[config.mk]
export PLATFORM = sky130hd
export DESIGN_NAME = seg_scan_mux_flat
export DESIGN_NICKNAME = d
export VERILOG_FILES = /design/src/rtl/seg_scan_mux_pkg.sv /design/src/rtl/seg_scan_mux_if.sv /design/src/rtl/seg_scan_timer.sv /design/src/rtl/seg_scan_mux.sv /design/src/flat_wrapper.sv
export SDC_FILE = /design/constraint.sdc
export NUM_CORES = 1
export LEC_CHECK = 0
export BUFFER_PORTS_ARGS = -buffer_cell sky130_fd_sc_hd__clkbuf_2
export CAP_MARGIN = 10
export CORE_ASPECT_RATIO = 0.9
export CORE_MARGIN = 2
export CORE_UTILIZATION = 51
export CTS_CLUSTER_SIZE = 10
export DETAILED_ROUTE_END_ITERATION = 7
export PLACE_DENSITY = 0.75
export SLEW_MARGIN = 30
export SYNTH_ARGS = -nofsm -noshare
export SYNTH_HDL_FRONTEND = slang
export SYNTH_SLANG_ARGS = --single-unit
[constraint.sdc]
create_clock -name clk -period 1.7 [get_ports clk]
set_input_delay 0.085 -clock clk [delete_from_list [all_inputs] [get_ports clk]]
set_output_delay 0.085 -clock clk [all_outputs]
set_load 0.02 [all_outputs]
[src/rtl/seg_scan_mux_pkg.sv]
// Shared constants and helpers for the seg_scan_mux scanner.
// DIGIT_W, index-width function and one-hot digit-enable encoder.
package seg_scan_mux_pkg;

  localparam int DIGIT_W    = 4;
  localparam int MAX_DIGITS = 8;

  // ceil(log2(n)), never less than 1 so a counter always has a bit
  function automatic int idx_w(input int n);
    return (n > 1) ? $clog2(n) : 1;
  endfunction

  function automatic logic [MAX_DIGITS-1:0] onehot(input logic [2:0] i);
    logic [MAX_DIGITS-1:0] r;
    r    = '0;
    r[i] = 1'b1;
    return r;
  endfunction

endpackage

[src/rtl/seg_scan_mux_if.sv]
// Load/ack and display bundle between seg_scan_mux and its user.
// master: drives value/load; slave: drives ack, nibble, digit_en, frame_start.
interface seg_scan_mux_if
  import seg_scan_mux_pkg::*;
#(
  parameter int NDIGITS = 4
);
  logic [DIGIT_W*NDIGITS-1:0] value;
  logic                       load;
  logic                       load_ack;
  logic [DIGIT_W-1:0]         nibble;
  logic [NDIGITS-1:0]         digit_en;
  logic                       frame_start;

  modport master (
    output value, load,
    input  load_ack, nibble, digit_en, frame_start
  );

  modport slave (
    input  value, load,
    output load_ack, nibble, digit_en, frame_start
  );
endinterface

[src/rtl/seg_scan_timer.sv]
// Slot counter and digit index for the scanner.
// Ports: clk, rst (sync high) in; cnt, idx, fb (last cycle of frame) out.
module seg_scan_timer
  import seg_scan_mux_pkg::*;
#(
  parameter  int NDIGITS  = 4,
  parameter  int PRESCALE = 1000,
  localparam int IW       = idx_w(NDIGITS),
  localparam int CW       = idx_w(PRESCALE)
) (
  input  logic          clk,
  input  logic          rst,
  output logic [CW-1:0] cnt,
  output logic [IW-1:0] idx,
  output logic          fb
);

  logic [CW-1:0] cnt_q, cnt_d;
  logic [IW-1:0] idx_q, idx_d;
  logic          tick;
  logic          last;

  assign tick = (cnt_q == CW'(PRESCALE-1));
  assign last = (idx_q == IW'(NDIGITS-1));
  assign fb   = tick && last;
  assign cnt  = cnt_q;
  assign idx  = idx_q;

  always_comb begin
    cnt_d = cnt_q + CW'(1);
    idx_d = idx_q;
    if (tick) begin
      cnt_d = '0;
      idx_d = last ? '0 : idx_q + IW'(1);
    end
  end

  always_ff @(posedge clk) begin
    if (rst) begin
      cnt_q <= '0;
      idx_q <= '0;
    end else begin
      cnt_q <= cnt_d;
      idx_q <= idx_d;
    end
  end

endmodule

[src/rtl/seg_scan_mux.sv]
// Multiplexed 7-seg scanner: frame-aligned value commit, guarded enables.
// Ports: clk, rst (sync high), bus (slave). Option: SEG_SCAN_LEADING_ZERO_BLANK_EN.
module seg_scan_mux
  import seg_scan_mux_pkg::*;
#(
  parameter int NDIGITS  = 4,
  parameter int PRESCALE = 1000,
  parameter int GUARD    = 2
) (
  input  logic clk,
  input  logic rst,
  seg_scan_mux_if.slave bus
);

  localparam int IW = idx_w(NDIGITS);
  localparam int CW = idx_w(PRESCALE);
  localparam int VW = DIGIT_W*NDIGITS;

  logic [CW-1:0] cnt;
  logic [IW-1:0] idx;
  logic          fb;

  seg_scan_timer #(
    .NDIGITS  (NDIGITS),
    .PRESCALE (PRESCALE)
  ) u_timer (
    .clk (clk),
    .rst (rst),
    .cnt (cnt),
    .idx (idx),
    .fb  (fb)
  );

  logic [VW-1:0] shadow_q, shadow_d;
  logic [VW-1:0] pend_q, pend_d;
  logic          pend_v_q, pend_v_d;
  logic          ack_q, ack_d;
  logic          fs_q;

  // Commit is evaluated before capture so a load on the boundary
  // cycle queues behind the value that is committing.
  always_comb begin
    shadow_d = shadow_q;
    pend_d   = pend_q;
    pend_v_d = pend_v_q;
    ack_d    = 1'b0;
    if (fb && pend_v_q) begin
      shadow_d = pend_q;
      pend_v_d = 1'b0;
      ack_d    = 1'b1;
    end
    if (bus.load) begin
      pend_d   = bus.value;
      pend_v_d = 1'b1;
    end
  end

  always_ff @(posedge clk) begin
    if (rst) begin
      shadow_q <= '0;
      pend_q   <= '0;
      pend_v_q <= 1'b0;
      ack_q    <= 1'b0;
      fs_q     <= 1'b0;
    end else begin
      shadow_q <= shadow_d;
      pend_q   <= pend_d;
      pend_v_q <= pend_v_d;
      ack_q    <= ack_d;
      fs_q     <= fb;
    end
  end

  assign bus.load_ack    = ack_q;
  assign bus.frame_start = fs_q;
  assign bus.nibble      = shadow_q[idx*DIGIT_W +: DIGIT_W];

`ifdef SEG_SCAN_LEADING_ZERO_BLANK_EN
  // Scan from the top digit down; once a nonzero nibble is seen,
  // that digit and all below stay lit. Digit 0 is always lit.
  logic [NDIGITS-1:0] mask;
  logic               lit;
  always_comb begin
    mask    = '0;
    mask[0] = 1'b1;
    lit     = 1'b0;
    for (int i = NDIGITS-1; i >= 1; i--) begin
      lit     = lit | (|shadow_q[i*DIGIT_W +: DIGIT_W]);
      mask[i] = lit;
    end
  end
`endif

  logic [MAX_DIGITS-1:0] oh;
  logic [NDIGITS-1:0]    en;
  always_comb begin
    oh = onehot(3'(idx));
    en = oh[NDIGITS-1:0];
    if (rst || (cnt < CW'(GUARD)))
      en = '0;
`ifdef SEG_SCAN_LEADING_ZERO_BLANK_EN
    en = en & mask;
`endif
  end

  assign bus.digit_en = en;

endmodule
[src/flat_wrapper.sv]
// flat-port wrapper written by rule: the top's interface ports become plain ports
module seg_scan_mux_flat import seg_scan_mux_pkg::*;
#(
  parameter int NDIGITS  = 4,
  parameter int PRESCALE = 1000,
  parameter int GUARD    = 2
)
  (clk, rst, bus_value, bus_load, bus_load_ack, bus_nibble, bus_digit_en, bus_frame_start);
  seg_scan_mux_if #(.NDIGITS(NDIGITS)) bus_i ();
  input  logic clk;
  input  logic rst;
  input wire logic [$bits(bus_i.value)-1:0] bus_value;
  input wire logic [$bits(bus_i.load)-1:0] bus_load;
  output wire logic [$bits(bus_i.load_ack)-1:0] bus_load_ack;
  output wire logic [$bits(bus_i.nibble)-1:0] bus_nibble;
  output wire logic [$bits(bus_i.digit_en)-1:0] bus_digit_en;
  output wire logic [$bits(bus_i.frame_start)-1:0] bus_frame_start;
  assign bus_i.value = bus_value;
  assign bus_i.load = bus_load;
  assign bus_load_ack = bus_i.load_ack;
  assign bus_nibble = bus_i.nibble;
  assign bus_digit_en = bus_i.digit_en;
  assign bus_frame_start = bus_i.frame_start;
  seg_scan_mux #(.NDIGITS(NDIGITS), .PRESCALE(PRESCALE), .GUARD(GUARD)) u_core (.clk(clk), .rst(rst), .bus(bus_i));
endmodule
==> impl_metrics.ini <==
[worst_hold_path]
hold_path_depth = 3
hold_start = bus_value[10]
hp-class = in2reg

[finish]
drive_gt1_share_pct = 25.78
postLayoutCellArea_um2 = 2619
nFillCells = 341
multi_input_area_um2 = 1212
nNetsFinal = 279
diodes = 0
area.sequential_um2 = 949.7
final_util_pct = 63.85
area_growth_pct = 18.85

[worst_setup_path]
critPathLaunch = u_core.u_timer.cnt[1]
path_delay_family = simple AND/OR/NAND/NOR gates
worstSetupStartpointType = flip-flop
arrival_ns = 1.87
critical_path_peak_fanout = 8
critical_path.max_stage_delay_ns = 0.67
crit_type = reg2reg
worstSetupEndpointType = flip-flop
cp_num_cells = 4
worstReg2RegStart = u_core.u_timer.cnt[1]
r2r_cells = 4
crit_slowest_cell = or4_4
cp_data_required_time_ns = 1.89
path_cells = ha_4 > nand2_2 > or4_4 > mux2i_2
worst-path-buf-inv = 0

[global_routing]
overflow = 0
grt_pass1_wl_um = 6817
antenna_found_initial = 0
grt_pass1_vias = 1493
grt_max_degree = 56
track_usage_pct = 18.54

[logic_synthesis]
synth_nets = 243
syn_area_um2 = 2203
ys_warn_count = 0
synthFlopType = dfxtp_1
synth.top_cell.area_share_pct = 42.70
ys_ff_latch = 47
syn_avg_cell_area_um2 = 10.06
synthCells = 219
ys_async_sr_fraction_pct = 0
synth-edff-count = 0
yosysSeqAreaShare_pct = 42.70
yosysTopAreaCell = dfxtp_1
ys_types = 41
synthTopCellsByArea = dfxtp_1, mux2i_1, nand2b_1, mux4_2, nor2_1

[sta]
min_period_ns = 1.673
tightest_slew_ns = 0.5646
max-slew-margin-rel_pct = 62.36
finalCritPeriodShare_pct = 98.40
slew_violations = 0
finalHoldViolCount = 0
max_freq_mhz = 597.8
fin_hold_ws_ns = 0.005525
skew_ns = 0.004906
setup_violations = 0

[clock_network]
cts-root-buf = clkbuf_8
cts.sinks = 47
htreeDepth = 2
clk_pin_slew_worst_paths_ns = 0.08
insertion_delay_ns = 0.30
cts_hold_buf = 0
numCtsBuffers = 5
clk_path_buf_depth = 2
tritoncts = done

[power]
swShare_pct = 21.70
internal_power_w = 0.001834
p_per_area_nw_per_um2 = 894.3
leakagePower_nw = 1.119
pwr-share-seq_pct = 50.2
power.total_w = 0.002342
comb_power_share_pct = 8.8
clkPwrFrac_pct = 41.0
vdd_drop_max_mv = 0.4049
switchingPower_w = 0.0005081

[place]
dp_hpwl_um = 2817
port_buffers = 28
placed_area_um2 = 2444
gp_congestion = 0.8802

[routing]
drt-initial-drc-count = 148
vias = 1654
drc_errors = 0
avgViaCountPerCell = 5.441
ant_nets = 0
wl_per_cell_um = 14.42
first_pass_iters = 4
wl_um = 4384

[floorplanning]
placementRows = 22
dieHeight_um = 66.36
core_um2 = 4101
pin_count = 29
die_width_um = 73.29
start_util_pct = 53.72
dieArea_um2 = 4863

[flow_run]
drv_cap = 0

[status]
status = finished clean
## flip-flops by register name, indices dropped and copies added, names as in the netlist
| signal | count |
|---|---|
| u_core.u_timer.idx | 2 |
| u_core.bus.frame_start | 1 |
| u_core.bus.load_ack | 1 |
| u_core.shadow_q | 16 |
| u_core.u_timer.cnt | 10 |
| u_core.pend_q | 16 |
| u_core.pend_v_q | 1 |
## path summary, 6_finish.rpt
check / slack, ns / to
worst min-delay path: 0.006 / u_core.pend_q[10]
worst max register to register: 0.03 / u_core.shadow_q[6]
worst min register to register: 0.47 / u_core.shadow_q[12]
worst max-delay path: 0.03 / u_core.shadow_q[6]
## cell usage after synthesis (3+ instances only)
cell / number
nor2_1: 21
nand2_1: 5
clkbuf_1: 8
mux2i_1: 32
ha_1: 5
inv_1: 7
nor3_1: 6
nand3_1: 5
mux4_2: 4
and2_1: 5
nand2b_1: 33
dfxtp_1: 47
a21oi_1: 3
## final cells by class
type | instances | share of cell area, %
sequential | 47 | 36.26
inverter | 7 | 1.003
clock buffer | 6 | 2.771
multi-input combinational | 153 | 46.30
tap | 48 | 2.293
clock inverter | 2 | 2.293
timing repair buffer | 41 | 9.078
## layer usage
layer	vias to the layer above	share of wire (%)	track usage, %
met4	0	1.8	5.556
met1	766	49	25.33
met5	-	0	0
li1	837	-	-
met3	8	4.0	5.030
met2	43	46	28.49
## kinds of logic after synthesis
logic type	share of synthesized area, %
DFF	42.70
xor gates and xnor gates	1.193
buffers and inverters	4.600
AOI/OAI and AO/OA	5.110
adders and majority gates	2.839
muxes	18.63
and+or+nand+nor	24.93
## metrics by stage
step                cells  setup slack, ns   TNS, ns
detailed placement    295          0.03042         0
finish                304          0.02724         0
global placement      295          0.07508         0
floorplan             219          0.03482         0
global route          304         -0.01251  -0.01359
CTS                   303         0.005396         0
## power groups by stage
stage / Sequential, W / Clock, W / Combinational, W
6_report: 0.00118 / 0.000959 / 0.000206
5_1_grt: 0.00118 / 0.00100 / 0.000227
4_1_cts: 0.00117 / 0.000968 / 0.000196
3_5_place_dp: 0.00120 / 0 / 0.000192
3_3_place_gp: 0.00120 / 0 / 0.000191
2_1_floorplan: 0.00120 / 0 / 0.000129
## cells in the final DEF (no fill, tap or decap), types with 3 or more instances in the layout
cell	instances
a21oi_1	3
and2_1	5
buf_4	13
clkbuf_2	27
clkbuf_8	5
dfxtp_1	44
ha_1	4
inv_1	7
mux2i_1	31
mux4_2	4
nand2_1	4
nand2b_1	33
nand3_1	5
nor2_1	21
nor3_1	6
## worst reg2reg max path: stages (launching register included)
cell	delay, ns
dfxtp_4	0.40
ha_4	0.18
nand2_2	0.12
or4_4	0.67
mux2i_2	0.20
## repair_timing
item	CTS	global route
pin swaps	1	2
gates resized for setup	1	8
setup buffers	0	0
endpoints found under the setup margin	4	20
gates cloned	0	1
Power figures use the tool's default switching activity.
